--- config.mk ---
export PLATFORM = sky130hd
export DESIGN_NAME = interval_timer_ctrl
export DESIGN_NICKNAME = d
export VERILOG_FILES = /design/src/rtl/interval_timer_ctrl.sv
export SDC_FILE = /design/constraint.sdc
export NUM_CORES = 1
export LEC_CHECK = 0
export CAP_MARGIN = 30
export CORE_MARGIN = 4
export CORE_UTILIZATION = 41
export CTS_CLUSTER_SIZE = 16
export DETAILED_ROUTE_END_ITERATION = 7
export PLACE_DENSITY_LB_ADDON = 0.2
export SLEW_MARGIN = 30
export SYNTH_ARGS = -nofsm -noshare
export SYNTH_HDL_FRONTEND = slang
export SYNTH_SLANG_ARGS = --single-unit
--- constraint.sdc ---
create_clock -name clk -period 1.3 [get_ports clk]
set_clock_uncertainty 0.2 [all_clocks]
set_input_delay 0.195 -clock clk [delete_from_list [all_inputs] [get_ports clk]]
set_output_delay 0.195 -clock clk [all_outputs]
set_load 0.05 [all_outputs]
--- src/rtl/interval_timer_ctrl.sv ---
// interval_timer_ctrl
// Control sequencer that turns the counter datapath into a programmable
// interval timer. Configuration (period P, one-shot/periodic mode) arrives
// over a valid/ready handshake. Counting runs under start/stop control, and
// each completed P+1 cycle interval produces a one-cycle tick.
module interval_timer_ctrl #(
    parameter int WIDTH = 4
) (
    input  logic             clk,
    input  logic             rst,
    input  logic             cfg_valid,
    output logic             cfg_ready,
    input  logic [WIDTH-1:0] cfg_period,
    input  logic             cfg_mode,
    input  logic             start,
    input  logic             stop,
    output logic [WIDTH-1:0] count,
    output logic             tick,
    output logic             busy,
    output logic             done
);

    typedef enum logic [1:0] {
        S_IDLE  = 2'd0,
        S_ARMED = 2'd1,
        S_RUN   = 2'd2,
        S_DONE  = 2'd3
    } state_t;

    state_t           state;
    logic [WIDTH-1:0] period_reg;
    logic             mode_reg;
    logic             cfg_accept;
    logic             at_terminal;

    // Handshake and status decode straight from the state register
    assign cfg_ready   = (state != S_RUN);
    assign busy        = (state == S_RUN);
    assign cfg_accept  = cfg_valid && cfg_ready;
    assign at_terminal = (count == period_reg);

    // Sequencer: config acceptance, start/stop control, counting and strobes
    always_ff @(posedge clk) begin
        if (!rst) begin
            state      <= S_IDLE;
            count      <= '0;
            period_reg <= '0;
            mode_reg   <= 1'b0;
            tick       <= 1'b0;
            done       <= 1'b0;
        end else begin
            // tick is a strobe; only the terminal branch raises it
            tick <= 1'b0;
            if (cfg_accept) begin
                // A new configuration always wins over start in the same cycle
                period_reg <= cfg_period;
                mode_reg   <= cfg_mode;
                state      <= S_ARMED;
                count      <= '0;
                done       <= 1'b0;
            end else begin
                case (state)
                    S_IDLE: begin
                        // Nothing to run until a configuration has been taken
                        count <= '0;
                    end
                    S_ARMED: begin
                        if (start && !stop) begin
                            state <= S_RUN;
                            count <= '0;
                        end
                    end
                    S_RUN: begin
                        if (stop) begin
                            // Abort takes priority even on the terminal cycle
                            state <= S_ARMED;
                            count <= '0;
                        end else if (at_terminal) begin
                            count <= '0;
                            tick  <= 1'b1;
                            if (!mode_reg) begin
                                state <= S_DONE;
                                done  <= 1'b1;
                            end
                        end else begin
                            // count never exceeds period_reg, so no wrap here
                            count <= count + WIDTH'(1);
                        end
                    end
                    S_DONE: begin
                        count <= '0;
                        if (start) begin
                            state <= S_RUN;
                            done  <= 1'b0;
                        end
                    end
                    default: begin
                        state <= S_IDLE;
                        count <= '0;
                    end
                endcase
            end
        end
    end

endmodule

Word-level counts from Yosys, hierarchy flattened
Index checks and enable logic that the tools add are counted.
- $add $sub $neg: 1
- equality and inequality tests: 16
- muxes and demuxes: 17
- bitwise operators: 2
- reductions and logical operators: 13
- operator list (cell ; count):
    $reduce_and 5->1 ; 3
    $mux 4 ; 3
    $pmux 4 s3 ; 1
    $mux 2 ; 5
    $ne 2x2->1 const B ; 5
    $ne 3x3->1 const B ; 3
    $mux 1 ; 6
    $pmux 2 s3 ; 1
    $add 4x1->4 const B ; 1
    $eq 2x2->1 const B ; 2
    $eq 4x4->1 ; 1
    $ne 4x2->1 const B ; 1
    $ne 4x3->1 const B ; 1
    $reduce_bool 4->1 ; 1
    $reduce_or 2->1 ; 2
    $reduce_or 4->1 ; 1
    $ne 3x2->1 const B ; 1
    $reduce_bool 3->1 ; 1
    $eq 2x1->1 const B ; 1
    $logic_and 1x1->1 ; 2
    $logic_not 2->1 ; 1
    $ne 2x1->1 const B ; 1
    $not 1->1 ; 2
    $pmux 1 s2 ; 1
    other kinds (2) ; 2
- register bits: 13
- output and inout port bits: 8
- logic and storage cells: 56

Logic depth before layout (Yosys ltp)
- depth in word-level cells: 5
- depth in mapped cells: 6
- mapped depth without buffers: 4

Worst setup path before layout
No wires, ideal clock.
- path type: reg2reg
- start point: register count[0]
- end point: register done
- setup time: 0.061 ns
- arrival: 1.423 ns
- setup slack: -0.384 ns
- stages on the path, launching flop included: 5
- path through: dfxtp_1 -> xnor2_1 -> nand4_1 -> nor4_1 -> o221a_1
- cells in the longest elaborated chain, start to end: 3
- RTL lines (item ; line ; source):
    start: declaration ; 17 ; output logic [WIDTH-1:0] count,
    start signal: assignment ; 87 ; count <= count + WIDTH'(1);
    $eq 4x4->1 ; 40 ; assign at_terminal = (count == period_reg);
    $ne 2x1->1 (no source line) ; n/a ;
    $reduce_and 5->1 (no source line) ; n/a ;
    end signal: assignment ; 50 ; done <= 1'b0;
    end signal: assignment ; 60 ; done <= 1'b0;
    end signal: assignment ; 83 ; done <= 1'b1;
    end: declaration ; 20 ; output logic done
No other way between the ends.
A chain may end at the register's enable or synchronous reset.

Final worst setup path
- start point: register state[0]
- end point: output port busy
- cells in the longest elaborated chain, start to end: 1
- RTL lines (item ; line ; source):
    start: declaration ; 30 ; state_t state;
    start signal: assignment ; 45 ; state <= S_IDLE;
    start signal: assignment ; 58 ; state <= S_ARMED;
    start signal: assignment ; 69 ; state <= S_RUN;
    $eq 2x2->1 ; 38 ; assign busy = (state == S_RUN);
    end: declaration ; 19 ; output logic busy,
No other way between the ends.

==> impl.org <==
** Outcome
- The run finished, with violations left.
- Violated checks :: negative setup slack

** Yosys
- Number of synthesized register bits :: 13
- After synthesis, flip-flops and latches occupy around two fifths of the total area.
- The number of nets handed over by synthesis was 85.
- Post-synthesis compound-gate area fraction :: 16.3%
- The synthesized design contains 0 enable-type register cells.
- Summing the areas of all fa, ha and maj instances in the mapped netlist gives 1.87% of the synthesized area.
- In this run the biggest area consumer among cell types represents between 30 and 40% of the synthesized area.
- Ranking of synthesized cells by instance count :: 13 x dfxtp_1, 10 x nand2_1, 6 x a21boi_1, 6 x nand3_1, 6 x nor2_1
- Synth cell types :: 30
- Of the post-synthesis cell area, the part taken by muxes is under 10%.
- Main combinational cell family by area after synthesis :: simple AND/OR/NAND/NOR gates
- Sorting the synthesized cells by area gives the leading types as dfxtp_1 39%, a21boi_1 6.7%, nand2_1 5.6%.
- Biggest area consumer among synthesized cells :: dfxtp_1
- For this run, the leading register cell type out of synthesis is dfxtp_1.
- Number of cells produced by synthesis :: 74
- For this run, the number of Yosys warnings is 0.
- Of the total synthesized cell area, the portion taken by AND, OR, NAND and NOR gates is between 20% and 30%.
- After synthesis, the share of flip-flops with an asynchronous set or reset is 0%.
- XOR/XNOR Fraction of Synth Area :: 9.16%
- Cell area after technology mapping :: between 600 and 700 sq um
- By instance count, the leading cell after synthesis is dfxtp_1.
- Each instance of the synthesized netlist takes up on average 9.05 sq um.

** Worst setup path
- For the worst setup path, the data required time is ~0.9 ns.
- Of all nets on the critical path, the largest fanout is 3.
- The worst setup path is launched from a flop.
- Data arrival at the endpoint of the critical path :: 1.11 ns
- Kind of critical path :: flop to output port
- Capturing element type of the critical path :: output port

** Layout
- Cells with a size suffix above 1 make up 59.3% of the layout.
- Layout Nets :: about 130
- P&R area growth vs syn :: 91.6%
- Final instance area :: about 1300 sq um
- The filler cells instantiated in the layout total around 80.
- The repair_antennas step left the layout with diodes totalling 0.
- Filler-free cell count of the finished design :: ~130

** Timing
- Setup repair after global routing could not meet its margin everywhere.
- Worst-margin pin slew :: roughly 0.37 ns
- Setup violations remaining at the end of the flow were counted as 14.
- Setup slack on the critical path of the routed design comes to -0.201 ns.
- Endpoints failing hold :: 0
- In this run the tightest slew margin relative to its limit is roughly three quarters.
- Fin crit share :: 115%
- Static timing analysis puts the maximum clock frequency at between 0.6 and 0.7 GHz.
- The final max-slew violation count was 0.
- Min Clock Period, post-route :: between 1.5 and 2 ns

** Place
- Summing all placed instances gives a cell area of between 1000 and 1500 sq um.
- Including well taps, the total number of placed cells is roughly 120.
- In this run the tool buffered the top-level ports with 17 buffer cells.
- Prior to clock tree synthesis, the placed netlist has a worst setup slack of -0.453 ns.
- At the end of routability-driven placement, the weighted congestion stood at 0.804.
- The HPWL after detailed placement is ~1.2 mm.

** Floorplan
- The die covers approximately 2300 sq um.
- Measured along the x axis, the die boundary spans roughly 48 microns.
- DIE HEIGHT :: 48.4 microns
- Pin placement for this block handled 18 I/O pins.
- Effective utilization at floorplan :: between 40% and 50%
- Number of cell rows :: 14
- After floorplanning, the core was sized to cover 1520 sq um.

** Clock network
- At the later pin of the worst-skew pair, clock insertion delay measures 0.27 ns.
- Clock-pin slew was measured on the worst setup and hold paths at ~0.08 ns.
- Buffer levels on the longest clock path :: 2
- CTS tree :: done
- Clock tree synthesis found a total of 13 sinks.
- Total CTS buffers :: 3
- CTS Root Cell :: clkbuf_4
- CTS built an H-tree with a depth of 1.

** Drt
- Avg WL per Cell :: between 15 and 20 microns
- Starting DRC count in detailed routing :: 6
- Using the TritonRoute via totals, the vias-per-cell ratio works out to 5.36.
- Number of detailed-routing iterations run before antenna repair :: 3
- DRT antenna net count :: 0
- Count of unresolved DRC violations after routing :: 0
- The routed layout has just under 700 vias.
- Wire length after detailed routing :: slightly below 2 mm

** Power
- Combinational logic burns about a quarter of the power.
- Largest vdd supply drop :: ~0.83 mV
- The design draws just under 0.9 mW.
- Of the total power, the clock network draws ~28%.
- Dividing total power by cell area gives a power density of roughly 680 nW/um^2.
- Leakage :: 0.524 nW
- Summed over all nets, the switching power comes to about 0.23 mW.
- Cell internal pwr :: 0.634 mW
- Share of total power in sequential cells :: around half
- Of the total power, the share spent switching nets is about a quarter.

** GRT
- Wire length of the first global-routing pass :: about 2.8 mm
- Remaining global-route overflow :: 0
- Total Routing Usage GR :: roughly 15%
- The number of global-route vias before repair came to 660.
- Pin count of the biggest net entering global routing :: 11
- Antenna violations before repair :: 0

** Run
- Max Cap Violations :: 0

** Hold path
- The min-delay analysis places its worst path in the category input port to flop.
-- power groups by stage --
stage	clock network (mW)	registers, mW	logic, mW
detailed placement	0	0.424	0.150
floorplan	0	0.426	0.0740
global route	0.262	0.421	0.216
CTS	0.244	0.414	0.176
global placement	0	0.423	0.148
finish	0.245	0.418	0.203
-- per-stage QoR --
step                      utilization [%]  hold WS (ns)  TNS [ns]
after floorplan                         -         0.141    -0.540
after global placement               68.1         0.255     -2.98
after detailed placement             68.1         0.265     -3.27
after CTS                            76.6         0.261    -0.853
after global routing                 84.2         0.117     -2.27
final                                84.2        0.0935     -1.54
-- metal layers --
layer | share of wire, % | GRT usage, % | vias up
met5 | 0 | 0 | -
met4 | 2.7 | 4.61 | 0
met3 | 5.1 | 6.44 | 6
met2 | 50 | 25.4 | 19
met1 | 42 | 17.6 | 332
li1 | - | - | 334
-- layout by cell type (no fill, tap or decap), types with 2 or more instances in the layout --
cell,n
buf_4,14
buf_12,9
nand2_1,7
clkdlybuf4s50_1,7
buf_6,7
nor2_1,5
a21boi_1,5
dfxtp_4,5
dfxtp_2,5
xnor2_2,4
nand3_2,4
xor2_1,3
clkbuf_4,3
dfxtp_1,3
o31ai_1,2
nand2_2,2
-- timing repair --
action / CTS / global route
buffers inserted: 5 / 4
gates resized for setup: 17 / 22
setup endpoints to repair: 17 / 19
pin swaps: 3 / 15
hold buffers: 0 / 0
-- final cells by class --
| cell class | count | area [sq um] | area share [%] |
|---|---|---|---|
| inverters | 2 | 11.3 | 0.878 |
| clock buffers | 4 | 26.3 | 2.05 |
| repair buffers | 39 | 455 | 35.5 |
| well taps | 16 | 20.0 | 1.56 |
| flip-flops and latches | 13 | 285 | 22.2 |
| multi-input cells | 55 | 484 | 37.8 |
-- logic make-up after synthesis --
family                     count (synthesis)
xor gates and xnor gates                   7
AOI/OAI and AO/OA                         14
and+or+nand+nor                           32
muxes                                      1
buffers and inverters                      6
adders and majority gates                  1
DFF                                       13
-- worst paths after layout --
check,endpoint,cells past startpoint,slack (ns),startpoint
min reg2reg,period_reg[0]$_SDFFE_PN0P_,2,0.27,period_reg[0]$_SDFFE_PN0P_
max,busy,4,-0.20,state[0]$_SDFFE_PN0P_
max reg2reg,count[3]$_SDFFE_PP0P_,5,-0.18,state[0]$_SDFFE_PN0P_
min,state[1]$_SDFFE_PP0P_,4,0.09,stop
-- worst max-delay path, cell delays in order (launching register included) --
cell	delay, ns
dfxtp_2	0.34
nand2b_4	0.14
buf_12	0.11
clkinvlp_4	0.09
buf_12	0.15
(Power assumes the default switching activity.)
